### config.mk
export PLATFORM = sky130hd
export DESIGN_NAME = axil_reg_slave_flat
export DESIGN_NICKNAME = d
export VERILOG_FILES = /design/src/rtl/axil_pkg.sv /design/src/rtl/axil_if.sv /design/src/rtl/axil_reg_slave.sv /design/src/flat_wrapper.sv
export SDC_FILE = /design/constraint.sdc
export NUM_CORES = 1
export LEC_CHECK = 0
export CAP_MARGIN = 20
export CORE_MARGIN = 10
export CORE_UTILIZATION = 47
export DETAILED_ROUTE_END_ITERATION = 10
export PLACE_DENSITY = 0.74
export SLEW_MARGIN = 25
export SYNTH_ARGS = -nofsm -noshare
export SYNTH_HDL_FRONTEND = slang
export SYNTH_SLANG_ARGS = --single-unit
### constraint.sdc
create_clock -name clk -period 2.4 [get_ports clk]
set_input_delay 0.72 -clock clk [delete_from_list [all_inputs] [get_ports clk]]
set_output_delay 0.72 -clock clk [all_outputs]
set_load 0.02 [all_outputs]
### src/rtl/axil_pkg.sv
// Shared AXI4-Lite types and helpers used by the bus interface and its responders.
package axil_pkg;

  typedef enum logic [1:0] {
    OKAY   = 2'b00,
    EXOKAY = 2'b01,
    SLVERR = 2'b10,
    DECERR = 2'b11
  } axil_resp_t;

  // Only the named encodings are listed; other bit combinations are still legal on the bus.
  typedef enum logic [2:0] {
    PROT_DEFAULT = 3'b000,
    PROT_PRIV    = 3'b001,
    PROT_NONSEC  = 3'b010,
    PROT_INSTR   = 3'b100
  } axil_prot_t;

  // Byte-lane merge sized for the widest supported bus; callers cast to their own width.
  function automatic logic [63:0] strb_merge(input logic [63:0] old_data,
                                             input logic [63:0] new_data,
                                             input logic [7:0]  strb);
    logic [63:0] res;
    res = old_data;
    for (int i = 0; i < 8; i++) begin
      if (strb[i]) res[i*8 +: 8] = new_data[i*8 +: 8];
    end
    return res;
  endfunction

endpackage

### src/rtl/axil_if.sv
// AXI4-Lite bus bundle with master and slave views.
interface AXIL_IF #(
  parameter int ADDR_WIDTH = 32,
  parameter int DATA_WIDTH = 32
) ();
  localparam int STRB_WIDTH = DATA_WIDTH / 8;

  logic [ADDR_WIDTH-1:0]  awaddr;
  axil_pkg::axil_prot_t   awprot;
  logic                   awvalid;
  logic                   awready;
  logic [DATA_WIDTH-1:0]  wdata;
  logic [STRB_WIDTH-1:0]  wstrb;
  logic                   wvalid;
  logic                   wready;
  axil_pkg::axil_resp_t   bresp;
  logic                   bvalid;
  logic                   bready;
  logic [ADDR_WIDTH-1:0]  araddr;
  axil_pkg::axil_prot_t   arprot;
  logic                   arvalid;
  logic                   arready;
  logic [DATA_WIDTH-1:0]  rdata;
  axil_pkg::axil_resp_t   rresp;
  logic                   rvalid;
  logic                   rready;

  modport Master (
    output awaddr, awprot, awvalid, wdata, wstrb, wvalid, bready,
           araddr, arprot, arvalid, rready,
    input  awready, wready, bresp, bvalid, arready, rdata, rresp, rvalid
  );

  modport Slave (
    input  awaddr, awprot, awvalid, wdata, wstrb, wvalid, bready,
           araddr, arprot, arvalid, rready,
    output awready, wready, bresp, bvalid, arready, rdata, rresp, rvalid
  );
endinterface

### src/rtl/axil_reg_slave.sv
// AXI4-Lite control-register bank: independent AW/W capture, byte-strobed writes,
// one-cycle read latency, SLVERR outside the bank.
module axil_reg_slave
  import axil_pkg::*;
#(
  parameter int                    ADDR_WIDTH  = 32,
  parameter int                    DATA_WIDTH  = 32,
  parameter int                    NUM_REGS    = 16,
  parameter logic [DATA_WIDTH-1:0] RESET_VALUE = '0
) (
  input  logic                           clk,
  input  logic                           rst_n,
  AXIL_IF.Slave                          s_axil,
  output logic [NUM_REGS*DATA_WIDTH-1:0] regs_o,
  output logic [NUM_REGS-1:0]            wr_pulse_o
);

  localparam int STRB_WIDTH = DATA_WIDTH / 8;
  localparam int IDX_LSB    = $clog2(STRB_WIDTH);
  localparam int IDX_W      = $clog2(NUM_REGS);
  localparam int TOP_LSB    = IDX_LSB + IDX_W;

  logic                  ready_en_q;
  logic                  aw_held_q, w_held_q;
  logic [ADDR_WIDTH-1:0] awaddr_q;
  logic [DATA_WIDTH-1:0] wdata_q;
  logic [STRB_WIDTH-1:0] wstrb_q;
  logic                  bvalid_q;
  axil_resp_t            bresp_q;
  logic                  rvalid_q;
  axil_resp_t            rresp_q;
  logic [DATA_WIDTH-1:0] rdata_q;
  logic [NUM_REGS-1:0]   wr_pulse_q;
  logic [DATA_WIDTH-1:0] regs_q [NUM_REGS];

  logic                  aw_hs, w_hs, ar_hs, do_write;
  logic [IDX_W-1:0]      wr_idx, rd_idx;
  logic                  wr_in_range, rd_in_range;
  logic [DATA_WIDTH-1:0] wr_data_d;

  // Readies depend only on flops, so no input valid reaches an output combinationally.
  assign s_axil.awready = ready_en_q & ~aw_held_q;
  assign s_axil.wready  = ready_en_q & ~w_held_q;
  assign s_axil.arready = ready_en_q & ~rvalid_q;
  assign s_axil.bvalid  = bvalid_q;
  assign s_axil.bresp   = bresp_q;
  assign s_axil.rvalid  = rvalid_q;
  assign s_axil.rresp   = rresp_q;
  assign s_axil.rdata   = rdata_q;
  assign wr_pulse_o     = wr_pulse_q;

  assign aw_hs    = s_axil.awvalid & s_axil.awready;
  assign w_hs     = s_axil.wvalid & s_axil.wready;
  assign ar_hs    = s_axil.arvalid & s_axil.arready;
  // A new combine waits until the previous B response has been taken.
  assign do_write = aw_held_q & w_held_q & ~bvalid_q;

  assign wr_idx      = awaddr_q[IDX_LSB +: IDX_W];
  assign rd_idx      = s_axil.araddr[IDX_LSB +: IDX_W];
  assign wr_in_range = ((awaddr_q >> TOP_LSB) == '0);
  assign rd_in_range = ((s_axil.araddr >> TOP_LSB) == '0);
  assign wr_data_d   = DATA_WIDTH'(strb_merge(64'(regs_q[wr_idx]), 64'(wdata_q), 8'(wstrb_q)));

  // Sub-word address bits and protection attributes carry no meaning for this bank.
  logic unused_ok;
  assign unused_ok = ^{s_axil.awprot, s_axil.arprot,
                       awaddr_q[IDX_LSB-1:0], s_axil.araddr[IDX_LSB-1:0]};

  for (genvar k = 0; k < NUM_REGS; k++) begin : g_flat
    assign regs_o[k*DATA_WIDTH +: DATA_WIDTH] = regs_q[k];
  end

  // Readies come up on the first edge after reset release.
  always_ff @(posedge clk or negedge rst_n) begin
    if (!rst_n) ready_en_q <= 1'b0;
    else        ready_en_q <= 1'b1;
  end

  // Write path: capture AW and W independently, combine once both are held.
  always_ff @(posedge clk or negedge rst_n) begin
    if (!rst_n) begin
      aw_held_q  <= 1'b0;
      w_held_q   <= 1'b0;
      awaddr_q   <= '0;
      wdata_q    <= '0;
      wstrb_q    <= '0;
      bvalid_q   <= 1'b0;
      bresp_q    <= OKAY;
      wr_pulse_q <= '0;
      for (int k = 0; k < NUM_REGS; k++) regs_q[k] <= RESET_VALUE;
    end else begin
      wr_pulse_q <= '0;
      if (aw_hs) begin
        aw_held_q <= 1'b1;
        awaddr_q  <= s_axil.awaddr;
      end
      if (w_hs) begin
        w_held_q <= 1'b1;
        wdata_q  <= s_axil.wdata;
        wstrb_q  <= s_axil.wstrb;
      end
      if (bvalid_q && s_axil.bready) bvalid_q <= 1'b0;
      if (do_write) begin
        aw_held_q <= 1'b0;
        w_held_q  <= 1'b0;
        bvalid_q  <= 1'b1;
        if (wr_in_range) begin
          regs_q[wr_idx]     <= wr_data_d;
          wr_pulse_q[wr_idx] <= 1'b1;
          bresp_q            <= OKAY;
        end else begin
          bresp_q <= SLVERR;
        end
      end
    end
  end

  // Read path: sample the register on AR; non-blocking update means a same-cycle write is not seen.
  always_ff @(posedge clk or negedge rst_n) begin
    if (!rst_n) begin
      rvalid_q <= 1'b0;
      rresp_q  <= OKAY;
      rdata_q  <= '0;
    end else begin
      if (rvalid_q && s_axil.rready) rvalid_q <= 1'b0;
      if (ar_hs) begin
        rvalid_q <= 1'b1;
        if (rd_in_range) begin
          rdata_q <= regs_q[rd_idx];
          rresp_q <= OKAY;
        end else begin
          rdata_q <= '0;
          rresp_q <= SLVERR;
        end
      end
    end
  end

endmodule

### src/flat_wrapper.sv
// flat-port wrapper written by rule: the top's interface ports become plain ports
module axil_reg_slave_flat import axil_pkg::*;
#(
  parameter int                    ADDR_WIDTH  = 32,
  parameter int                    DATA_WIDTH  = 32,
  parameter int                    NUM_REGS    = 16,
  parameter logic [DATA_WIDTH-1:0] RESET_VALUE = '0
)
  (clk, rst_n, regs_o, wr_pulse_o, s_axil_awaddr, s_axil_awprot, s_axil_awvalid, s_axil_wdata, s_axil_wstrb, s_axil_wvalid, s_axil_bready, s_axil_araddr, s_axil_arprot, s_axil_arvalid, s_axil_rready, s_axil_awready, s_axil_wready, s_axil_bresp, s_axil_bvalid, s_axil_arready, s_axil_rdata, s_axil_rresp, s_axil_rvalid);
  AXIL_IF #(.ADDR_WIDTH(ADDR_WIDTH), .DATA_WIDTH(DATA_WIDTH)) s_axil_i ();
  input  logic clk;
  input  logic rst_n;
  output logic [NUM_REGS*DATA_WIDTH-1:0] regs_o;
  output logic [NUM_REGS-1:0] wr_pulse_o;
  input wire logic [$bits(s_axil_i.awaddr)-1:0] s_axil_awaddr;
  input wire logic [$bits(s_axil_i.awprot)-1:0] s_axil_awprot;
  input wire logic [$bits(s_axil_i.awvalid)-1:0] s_axil_awvalid;
  input wire logic [$bits(s_axil_i.wdata)-1:0] s_axil_wdata;
  input wire logic [$bits(s_axil_i.wstrb)-1:0] s_axil_wstrb;
  input wire logic [$bits(s_axil_i.wvalid)-1:0] s_axil_wvalid;
  input wire logic [$bits(s_axil_i.bready)-1:0] s_axil_bready;
  input wire logic [$bits(s_axil_i.araddr)-1:0] s_axil_araddr;
  input wire logic [$bits(s_axil_i.arprot)-1:0] s_axil_arprot;
  input wire logic [$bits(s_axil_i.arvalid)-1:0] s_axil_arvalid;
  input wire logic [$bits(s_axil_i.rready)-1:0] s_axil_rready;
  output wire logic [$bits(s_axil_i.awready)-1:0] s_axil_awready;
  output wire logic [$bits(s_axil_i.wready)-1:0] s_axil_wready;
  output wire logic [$bits(s_axil_i.bresp)-1:0] s_axil_bresp;
  output wire logic [$bits(s_axil_i.bvalid)-1:0] s_axil_bvalid;
  output wire logic [$bits(s_axil_i.arready)-1:0] s_axil_arready;
  output wire logic [$bits(s_axil_i.rdata)-1:0] s_axil_rdata;
  output wire logic [$bits(s_axil_i.rresp)-1:0] s_axil_rresp;
  output wire logic [$bits(s_axil_i.rvalid)-1:0] s_axil_rvalid;
  assign s_axil_i.awaddr = s_axil_awaddr;
  assign s_axil_i.awprot = s_axil_awprot;
  assign s_axil_i.awvalid = s_axil_awvalid;
  assign s_axil_i.wdata = s_axil_wdata;
  assign s_axil_i.wstrb = s_axil_wstrb;
  assign s_axil_i.wvalid = s_axil_wvalid;
  assign s_axil_i.bready = s_axil_bready;
  assign s_axil_i.araddr = s_axil_araddr;
  assign s_axil_i.arprot = s_axil_arprot;
  assign s_axil_i.arvalid = s_axil_arvalid;
  assign s_axil_i.rready = s_axil_rready;
  assign s_axil_awready = s_axil_i.awready;
  assign s_axil_wready = s_axil_i.wready;
  assign s_axil_bresp = s_axil_i.bresp;
  assign s_axil_bvalid = s_axil_i.bvalid;
  assign s_axil_arready = s_axil_i.arready;
  assign s_axil_rdata = s_axil_i.rdata;
  assign s_axil_rresp = s_axil_i.rresp;
  assign s_axil_rvalid = s_axil_i.rvalid;
  axil_reg_slave #(.ADDR_WIDTH(ADDR_WIDTH), .DATA_WIDTH(DATA_WIDTH), .NUM_REGS(NUM_REGS), .RESET_VALUE(RESET_VALUE)) u_core (.clk(clk), .rst_n(rst_n), .s_axil(s_axil_i), .regs_o(regs_o), .wr_pulse_o(wr_pulse_o));
endmodule
==> results of run 1 <==
cell type report:
cell class	instances	area (um^2)
multi-input cells	1876	16300
diodes	5	12.5
flip-flops and latches	633	15900
repair buffers	857	8370
clock inverters	20	223
fillers	5681	27300
clock buffers	107	2180
well taps	950	1190
inverters	19	71.3
layer usage:
layer  GRT usage  vias up  part of all wire
li1            -    12000                 -
met1       0.423    14900              0.36
met2       0.533     2194              0.46
met3      0.0955      512              0.11
met4       0.207        2             0.066
met5           0        -          0.000075
worst paths after layout:
| check | end | slack, ns | depth (start not counted) |
|---|---|---|---|
| setup / recovery | s_axil_rdata[16] | 0.02 | 1 |
| max in group asynchronous | u_core.wdata_q[0]$_DFFE_PN0P_ | 1.34 | 2 |
| hold reg to reg | u_core.s_axil.rdata[13]$_DFFE_PN0P_ | 0.50 | 1 |
| min in group clk | u_core.s_axil.rdata[13]$_DFFE_PN0P_ | 0.50 | 1 |
| setup reg to reg | u_core.regs_o[440]$_DFFE_PN0P_ | 0.06 | 6 |
| hold / removal | u_core.regs_o[434]$_DFFE_PN0P_ | 0.07 | 1 |
registers in the layout, summed over array words and instances (netlist names):
register              cells
u_core.w_held_q           1
u_core.s_axil.rdata      32
u_core.aw_held_q          1
u_core.s_axil.bresp       1
u_core.wstrb_q            4
u_core.wdata_q           32
u_core.awaddr_q          30
u_core.regs_o           512
u_core.ready_en_q         1
u_core.s_axil.bvalid      1
u_core.s_axil.rresp       1
u_core.wr_pulse_o        16
u_core.s_axil.rvalid      1
power groups by stage:
stage	clock network (W)	registers, W	logic (W)
3_5_place_dp	0	0.0122	0.0120
6_report	0.0113	0.0120	0.0124
3_3_place_gp	0	0.0121	0.0118
4_1_cts	0.0114	0.0120	0.0121
5_1_grt	0.0118	0.0121	0.0129
2_1_floorplan	0	0.0117	0.00885
what timing repair did:
item,CTS,global route
endpoints found under the setup margin,459,131
hold buffers,0,0
endpoints found under the hold margin,0,0
gates resized for setup,459,57
cells in the final DEF (no fill, tap or decap), types with 9 or more instances in the layout:
master             n
dfrtp_1          629
nand2_1          548
dlygate4sd2_1    458
o31ai_1          302
o31ai_2          210
clkdlybuf4s50_1  161
mux4_2           160
mux2i_1          128
buf_4            128
mux2_2           115
o22ai_1           86
clkbuf_16         73
a22oi_1           64
buf_12            56
nor2b_1           53
dlymetal6s2s_1    46
nor3_1            32
a22o_1            32
clkbuf_8          23
o21ai_0           20
inv_1             19
nand4_1           17
a211oi_1          15
nor4_1            11
o21a_4            11
clkbuf_1          11
o22ai_2           10
o31a_4            10
clkinv_2           9
cell usage after synthesis (15+ instances only):
cell type	count	area [um^2]
o31ai_1	302	2270
inv_1	19	71.3
o31ai_2	210	2630
mux2i_1	128	1280
mux4_2	160	3600
mux2_2	115	1290
nor2b_1	55	344
a22oi_1	64	480
o21ai_0	20	100
buf_4	28	210
a22o_1	32	280
dfrtp_1	633	15800
nand2_1	550	2060
buf_6	41	462
buf_1	43	161
buf_2	72	360
nor3_1	32	160
o22ai_1	86	538
clkbuf_1	143	537
a211oi_1	15	113
nand4_1	17	106
per-stage QoR:
stage,util,total power (W),worst slack (ns)
3_3_place_gp,0.590,0.0239,-0.255
6_report,0.618,0.0357,0.0202
5_1_grt,0.618,0.0368,0.000828
4_1_cts,0.616,0.0354,0.000322
3_5_place_dp,0.590,0.0242,-0.292
2_1_floorplan,-,0.0206,0.0759
logic make-up (layout without fill, tap and decap cells):
family	Yosys count	count (layout)	share of synthesized area
multiplexers	403	403	0.183
buffers and inverters	348	1003	0.0543
AO/OA/AOI/OAI	774	774	0.206
other	2	8	0.000222
flip-flops	633	633	0.468
AND/OR/NAND/NOR	696	696	0.0886
==> results_tabular.tex, run 1 <==
\begin{tabular}{lr}
\hline
Metric & Value \\
\hline
\multicolumn{2}{l}{\textbf{Power and ir drop}} \\
\quad Reported leakage power & 21.7 nW \\
\quad Portion of total power attributed to sequential cells & 0.337 \\
\quad Clk network pwr share & 0.316 \\
\quad Internal Power & 0.0219 W \\
\quad Switching power share of the total & 0.385 \\
\quad Comb pwr share & 0.347 \\
\quad Max rail drop VDD & 649 uV \\
\quad Power density of the placed cells & 808 nW/um\^{}2 \\
\quad Reported net switching power & 0.0138 W \\
\multicolumn{2}{l}{\textbf{Critical path}} \\
\quad Startpoint of the most critical setup path & u\_core.s\_axil.rdata[16]\$\_DFFE\_PN0P\_ \\
\quad Worst Path Buf+Inv & 1 \\
\quad Worst-path cell chain & clkdlybuf4s50\_1 \\
\quad Worst Path Arrival & 1.66 ns \\
\quad Critical path fanouts, max & 2 \\
\quad Critical Path End Type & output port \\
\quad Classification of the worst setup path & reg -> out \\
\quad CP delay by family, top & buffers and inverters \\
\quad Critical path startpoint category & register \\
\quad Max stage delay cell, worst path & clkdlybuf4s50\_1 \\
\quad Worst flop-to-flop path startpoint & u\_core.awaddr\_q[10]\$\_DFFE\_PN0P\_ \\
\quad Data required, critical path & 1.68 ns \\
\quad Crit-path max cell delay & 0.64 ns \\
\multicolumn{2}{l}{\textbf{Detailed routing}} \\
\quad Number of iterations in the first detailed-routing pass & 5 \\
\quad Avg Vias per Cell & 6.62 \\
\quad Number of DRC markers after the initial detailed-route iteration & 3412 \\
\quad DRC & 0 \\
\quad Post-route ant nets & 0 \\
\quad Detail-routed net length per standard cell & 32.8 um \\
\quad Drt total wl & 146 mm \\
\quad Total via count after detailed routing & 29600 \\
\multicolumn{2}{l}{\textbf{Synth}} \\
\quad Fraction of registers with async set/reset & 1.00 \\
\quad Library cells used by synthesis & 50 \\
\quad Number of synthesized flops with an enable pin & 0 \\
\quad Number of storage elements in the synthesis netlist & 633 \\
\quad Mapped Cells & 2856 \\
\quad Most common flop cell mapped by yosys & dfrtp\_1 \\
\quad Sequential share of the synthesized area & 0.468 \\
\quad Mean Syn Cell Area & 11.8 um\^{}2 \\
\quad Count of synthesis-stage warnings from yosys & 0 \\
\quad Synthesized area & 33800 um\^{}2 \\
\multicolumn{2}{l}{\textbf{Timing}} \\
\quad Slew @ Worst Pin & 1.07 ns \\
\quad F\_max & 420 MHz \\
\quad Final count of hold timing violations & 0 \\
\quad Post-layout minimum cycle time & 2.38 ns \\
\quad Worst-case hold slack & 0.0707 ns \\
\quad Max Clock Skew & 0.0167 ns \\
\quad \# setup viols final & 0 \\
\quad Portion of the clock cycle consumed by the worst path in the final layout & 0.992 \\
\quad Post-Route Setup TNS & 0 ns \\
\quad Pins over their slew limit & 0 \\
\quad RSZ-0062 raised after global routing & false \\
\quad Normalized max-slew margin & 0.290 \\
\multicolumn{2}{l}{\textbf{Layout}} \\
\quad Final Cell Area & 44200 um\^{}2 \\
\quad Post-layout net count & 3572 \\
\quad Layout cells sized above 1 & 0.245 \\
\quad Final standard cell count with taps included and fillers excluded & 4467 \\
\quad Layout Area Growth over Synthesis & 30.5\% \\
\multicolumn{2}{l}{\textbf{Place}} \\
\quad Total instance count after detailed placement & 4335 \\
\quad Total of buffers placed on input and output ports & 669 \\
\quad Final GP Congestion & 0.927 \\
\quad Half-perimeter wire length after placement & 99.2 mm \\
\quad Placed standard-cell area & 42200 um\^{}2 \\
\multicolumn{2}{l}{\textbf{GRT}} \\
\quad Maximum number of pins on one net before global-route repair & 74 \\
\quad Via count of the first global-routing pass & 29900 \\
\quad GRT Overall Usage & 0.343 \\
\quad Remaining Overflow, GRT & 0 \\
\quad Wire length of the first global-routing pass & 212 mm \\
\quad Antenna violations before repair & 6 \\
\multicolumn{2}{l}{\textbf{Clock network}} \\
\quad CTS Buf Count & 72 \\
\quad CTS sink count & 633 \\
\quad Source-to-sink clock delay at the later pin of the worst-skew pair & 0.61 ns \\
\quad Level count of the clock H-tree & 3 \\
\quad CTS tree & built \\
\quad Max Buffers Root-to-Sink & 3 \\
\quad Register clock-pin slew on the reported worst setup and hold paths & 0.06 ns \\
\quad Postcts setup bufs & 0 \\
\quad Clock root buffer & clkbuf\_16 \\
\multicolumn{2}{l}{\textbf{Floorplanning}} \\
\quad Std-Cell Core Area & 71500 um\^{}2 \\
\quad Initial Utilization & 0.473 \\
\quad Die height & 288 um \\
\quad Number of placed I/O pins & 682 \\
\quad Die Wd & 288 um \\
\quad Number of standard-cell rows in the floorplan & 98 \\
\quad Floorplan die area & 83100 um\^{}2 \\
\multicolumn{2}{l}{\textbf{Worst hold path}} \\
\quad Path category of the worst min-delay check & in -> async \\
\multicolumn{2}{l}{\textbf{Flow run}} \\
\quad Maxcap violations & 0 \\
\multicolumn{2}{l}{\textbf{Outcome}} \\
\quad Run status & completed \\
\hline
\end{tabular}
Note: power is estimated with default switching activity, not from simulation.
==> inputs of run 2 (changes only) <==
- PLACE_DENSITY: 0.74 -> 0.77
- clock period: 2.4 -> 1.95 ns (I/O delays scaled with it)
==> run 2 against run 1 <==
  * The flow now finishes with violations (DRC, setup timing)
  * Clock-buffer cell count is 3 lower
  * Highest routed layer unchanged
  * Critical path depth is 7 higher
  * Combinational power is 73% higher
  * Critical endpoint is now u_core.regs_o[285]$_DFFE_PN0P_
  * Sequential share of layout area is 3.3 points lower
  * Final cell count is 5.6% higher
==> results_tabular.tex, run 2 (synthesis gave the netlist of run 1 again) <==
\begin{tabular}{lr}
\hline
Metric & Value \\
\hline
\multicolumn{2}{l}{\textbf{Floorplanning}} \\
\quad Number of standard-cell rows in the floorplan & 98 (unchanged) \\
\quad Std-Cell Core Area & 71500 um\^{}2 (unchanged) \\
\quad Floorplan die area & 83100 um\^{}2 (unchanged) \\
\quad Die Wd & 288 um (unchanged) \\
\quad Die height & 288 um (unchanged) \\
\quad Number of placed I/O pins & 682 (unchanged) \\
\quad Initial Utilization & 0.473 (unchanged) \\
\multicolumn{2}{l}{\textbf{Layout}} \\
\quad Layout Area Growth over Synthesis & 44.4\% \\
\quad Most common cell after layout, fill and taps aside & dfrtp\_1 \\
\quad Top library cells by usage in the layout, fill and taps aside & 578 x dfrtp\_1, 546 x nand2\_1, 366 x clkdlybuf4s15\_2 \\
\quad Number of fill cells in the layout & 4909 (-14\%) \\
\quad Post-layout net count & 3819 (+6.9\%) \\
\quad Final Cell Area & 48900 um\^{}2 (+11\%) \\
\quad Flip-flop count of the largest register after layout & 512 (unchanged) \\
\quad Layout cells sized above 1 & 0.456 (+0.212) \\
\quad Final design utilization & 0.683 (+0.0656) \\
\multicolumn{2}{l}{\textbf{Clock network}} \\
\quad Source-to-sink clock delay at the later pin of the worst-skew pair & 0.61 ns (about the same) \\
\quad CTS sink count & 633 (unchanged) \\
\quad CTS tree & built \\
\quad Register clock-pin slew on the reported worst setup and hold paths & 0.06 ns (about the same) \\
\quad Level count of the clock H-tree & 3 (unchanged) \\
\quad Max Buffers Root-to-Sink & 3 (unchanged) \\
\quad CTS Buf Count & 70 (-2.8\%) \\
\quad Clock root buffer & clkbuf\_16 \\
\multicolumn{2}{l}{\textbf{GRT}} \\
\quad Via count of the first global-routing pass & 31400 (+4.9\%) \\
\quad GRT Overall Usage & 0.349 (+0.00577) \\
\quad Maximum number of pins on one net before global-route repair & 79 (+6.8\%) \\
\quad Antenna violations before repair & 9 (+3) \\
\quad Wire length of the first global-routing pass & 216 mm (+2.0\%) \\
\quad Remaining Overflow, GRT & 0 (unchanged) \\
\multicolumn{2}{l}{\textbf{Power and ir drop}} \\
\quad Reported net switching power & 0.0194 W (+41\%) \\
\quad Reported leakage power & 21.4 nW (-1.3\%) \\
\quad Total chip power & 0.0500 W (+40\%) \\
\quad Power density of the placed cells & 1020 nW/um\^{}2 (+27\%) \\
\quad Portion of total power attributed to sequential cells & 0.291 (-0.046) \\
\quad Switching power share of the total & 0.388 (+0.00309) \\
\quad Comb pwr share & 0.428 (+0.081) \\
\quad Max rail drop VDD & 781 uV (+20\%) \\
\quad Internal Power & 0.0306 W (+39\%) \\
\quad Clk network pwr share & 0.281 (-0.035) \\
\multicolumn{2}{l}{\textbf{Timing}} \\
\quad Post-layout minimum cycle time & 2.26 ns \\
\quad Post-route worst setup slack & -0.309 ns (-0.329 ns) \\
\quad Pins over their slew limit & 0 (unchanged) \\
\quad Slew @ Worst Pin & 0.734 ns (-0.332 ns) \\
\quad F\_max & 443 MHz \\
\quad RSZ-0062 raised after global routing & true \\
\quad Final count of hold timing violations & 0 (unchanged) \\
\quad Portion of the clock cycle consumed by the worst path in the final layout & 1.16 \\
\quad Max Clock Skew & 0.0267 ns (+0.0101 ns) \\
\quad \# setup viols final & 599 (+599) \\
\quad Post-Route Setup TNS & -91.55 ns (-91.55 ns) \\
\quad Normalized max-slew margin & 0.511 (+0.221) \\
\multicolumn{2}{l}{\textbf{Detailed routing}} \\
\quad Drt total wl & 158 mm (+7.7\%) \\
\quad Avg Vias per Cell & 6.88 (+3.9\%) \\
\quad Number of DRC markers after the initial detailed-route iteration & 4305 (+26\%) \\
\quad Met3 wire len & 21.2 mm (+27\%) \\
\quad Post-Route M1 WL & 52.8 mm (-0.62\%) \\
\quad Top layer in use & met5 \\
\quad Post-route ant nets & 0 (unchanged) \\
\quad DRC & 1 (+1) \\
\quad Number of iterations in the first detailed-routing pass & 10 (+5) \\
\quad Routed length on met2 & 70.3 mm (+5.0\%) \\
\quad Detail-routed net length per standard cell & 33.4 um (+2.0\%) \\
\quad Total via count after detailed routing & 32400 (+9.6\%) \\
\multicolumn{2}{l}{\textbf{Place}} \\
\quad Setup slack after placement & -0.565 ns (-0.273 ns) \\
\quad Placed standard-cell area & 43700 um\^{}2 (+3.5\%) \\
\quad Half-perimeter wire length after placement & 99.6 mm (+0.35\%) \\
\quad Final GP Congestion & 0.928 (about the same) \\
\quad Total of buffers placed on input and output ports & 669 (unchanged) \\
\multicolumn{2}{l}{\textbf{Outcome}} \\
\quad Violated checks & DRC, setup timing \\
\quad Run status & finished with violations \\
\multicolumn{2}{l}{\textbf{Critical path}} \\
\quad Critical Path End Type & register \\
\quad Critical path fanouts, max & 8 (+6) \\
\quad Critical path startpoint category & register \\
\quad Worst Path Arrival & 2.75 ns (+1.09 ns) \\
\quad Classification of the worst setup path & reg -> reg \\
\quad Data required, critical path & 2.44 ns (+0.76 ns) \\
\multicolumn{2}{l}{\textbf{Worst hold path}} \\
\quad Path category of the worst min-delay check & in -> async \\
\multicolumn{2}{l}{\textbf{Flow run}} \\
\quad Maxcap violations & 0 (unchanged) \\
\hline
\end{tabular}
==> run 2: changes by cell type in the layout (fill, tap and decap cells not counted), sizes merged <==
| cell | before | now |
|---|---|---|
| bufinv | 4 | 10 |
| clkdlybuf4s15 | 0 | 367 |
| dlygate4sd3 | 0 | 1 |
| o31a | 15 | 24 |
| clkinvlp | 3 | 0 |
| buf | 191 | 460 |
| clkdlybuf4s50 | 161 | 104 |
| o21a | 18 | 24 |
| dlygate4sd2 | 458 | 150 |
| dlymetal6s2s | 46 | 0 |
| diode | 5 | 6 |
| clkbuf | 108 | 113 |
| inv | 23 | 21 |
==> run 2: power groups by stage <==
stage	registers [W]	clock network (W)	logic, W
floorplan	0.0144	0	0.0109
detailed placement	0.0147	0	0.0166
global route	0.0146	0.0147	0.0220
CTS	0.0145	0.0141	0.0186
global placement	0.0147	0	0.0164
finish	0.0146	0.0141	0.0214
==> run 2: timing repair <==
item / in CTS / in global routing
gates cloned: 15 / 18
buffers inserted: 54 / 17
pin swaps: 33 / 58
endpoints found under the setup margin: 1084 / 744
hold buffers: 1 / 0
resized for setup: 1617 / 200
endpoints found under the hold margin: 23 / 0
==> run 2: worst max-delay path, cell delays in order, from the launching register on <==
cell and delay (ns):
dfrtp_4 0.47, buf_6 0.13, buf_16 0.16, buf_6 0.12, mux4_2 0.48, o22ai_1 0.26
o31a_2 0.24, clkbuf_16 0.20, o31ai_2 0.07
==> run 2: path summary, 6_finish.rpt <==
kind | slack [ns] | cells after the start | end | start
worst max-delay path | -0.31 | 8 | u_core.regs_o[285]$_DFFE_PN0P_ | u_core.awaddr_q[3]$_DFFE_PN0P_
worst min-delay path | 0.46 | 2 | u_core.awaddr_q[13]$_DFFE_PN0P_ | rst_n
worst max register to register | -0.31 | 8 | u_core.regs_o[285]$_DFFE_PN0P_ | u_core.awaddr_q[3]$_DFFE_PN0P_
worst min register to register | 0.51 | 1 | u_core.s_axil.rdata[26]$_DFFE_PN0P_ | u_core.s_axil.rdata[26]$_DFFE_PN0P_
max in group asynchronous | 0.62 | 4 | u_core.regs_o[477]$_DFFE_PN0P_ | rst_n
min in group clk | 0.51 | 1 | u_core.s_axil.rdata[26]$_DFFE_PN0P_ | u_core.s_axil.rdata[26]$_DFFE_PN0P_
==> run 2: layer usage <==
layer,global-route usage,up-vias
li1,-,12500
met1,0.414,16000
met2,0.539,3026
met3,0.108,884
met4,0.239,6
met5,0,-
==> run 2: cell type report <==
class / count / area [um^2] / area share
Tap cell: 950 / 1190 / 0.0243
Antenna cell: 6 / 15.0 / 0.000307
Sequential cell: 633 / 15900 / 0.326
Multi-Input combinational cell: 1891 / 17600 / 0.361
Timing Repair Buffer: 1091 / 11600 / 0.238
Inverter: 19 / 71.3 / 0.00146
Clock buffer: 104 / 2020 / 0.0414
Clock inverter: 21 / 385 / 0.00789
==> run 2: through the flow <==
stage	std cells	hold WS, ns
after detailed placement	4480	0.482
final	4715	0.455
after CTS	4675	0.442
after global placement	4480	0.481
after global routing	4715	0.459
after floorplan	2857	0.289
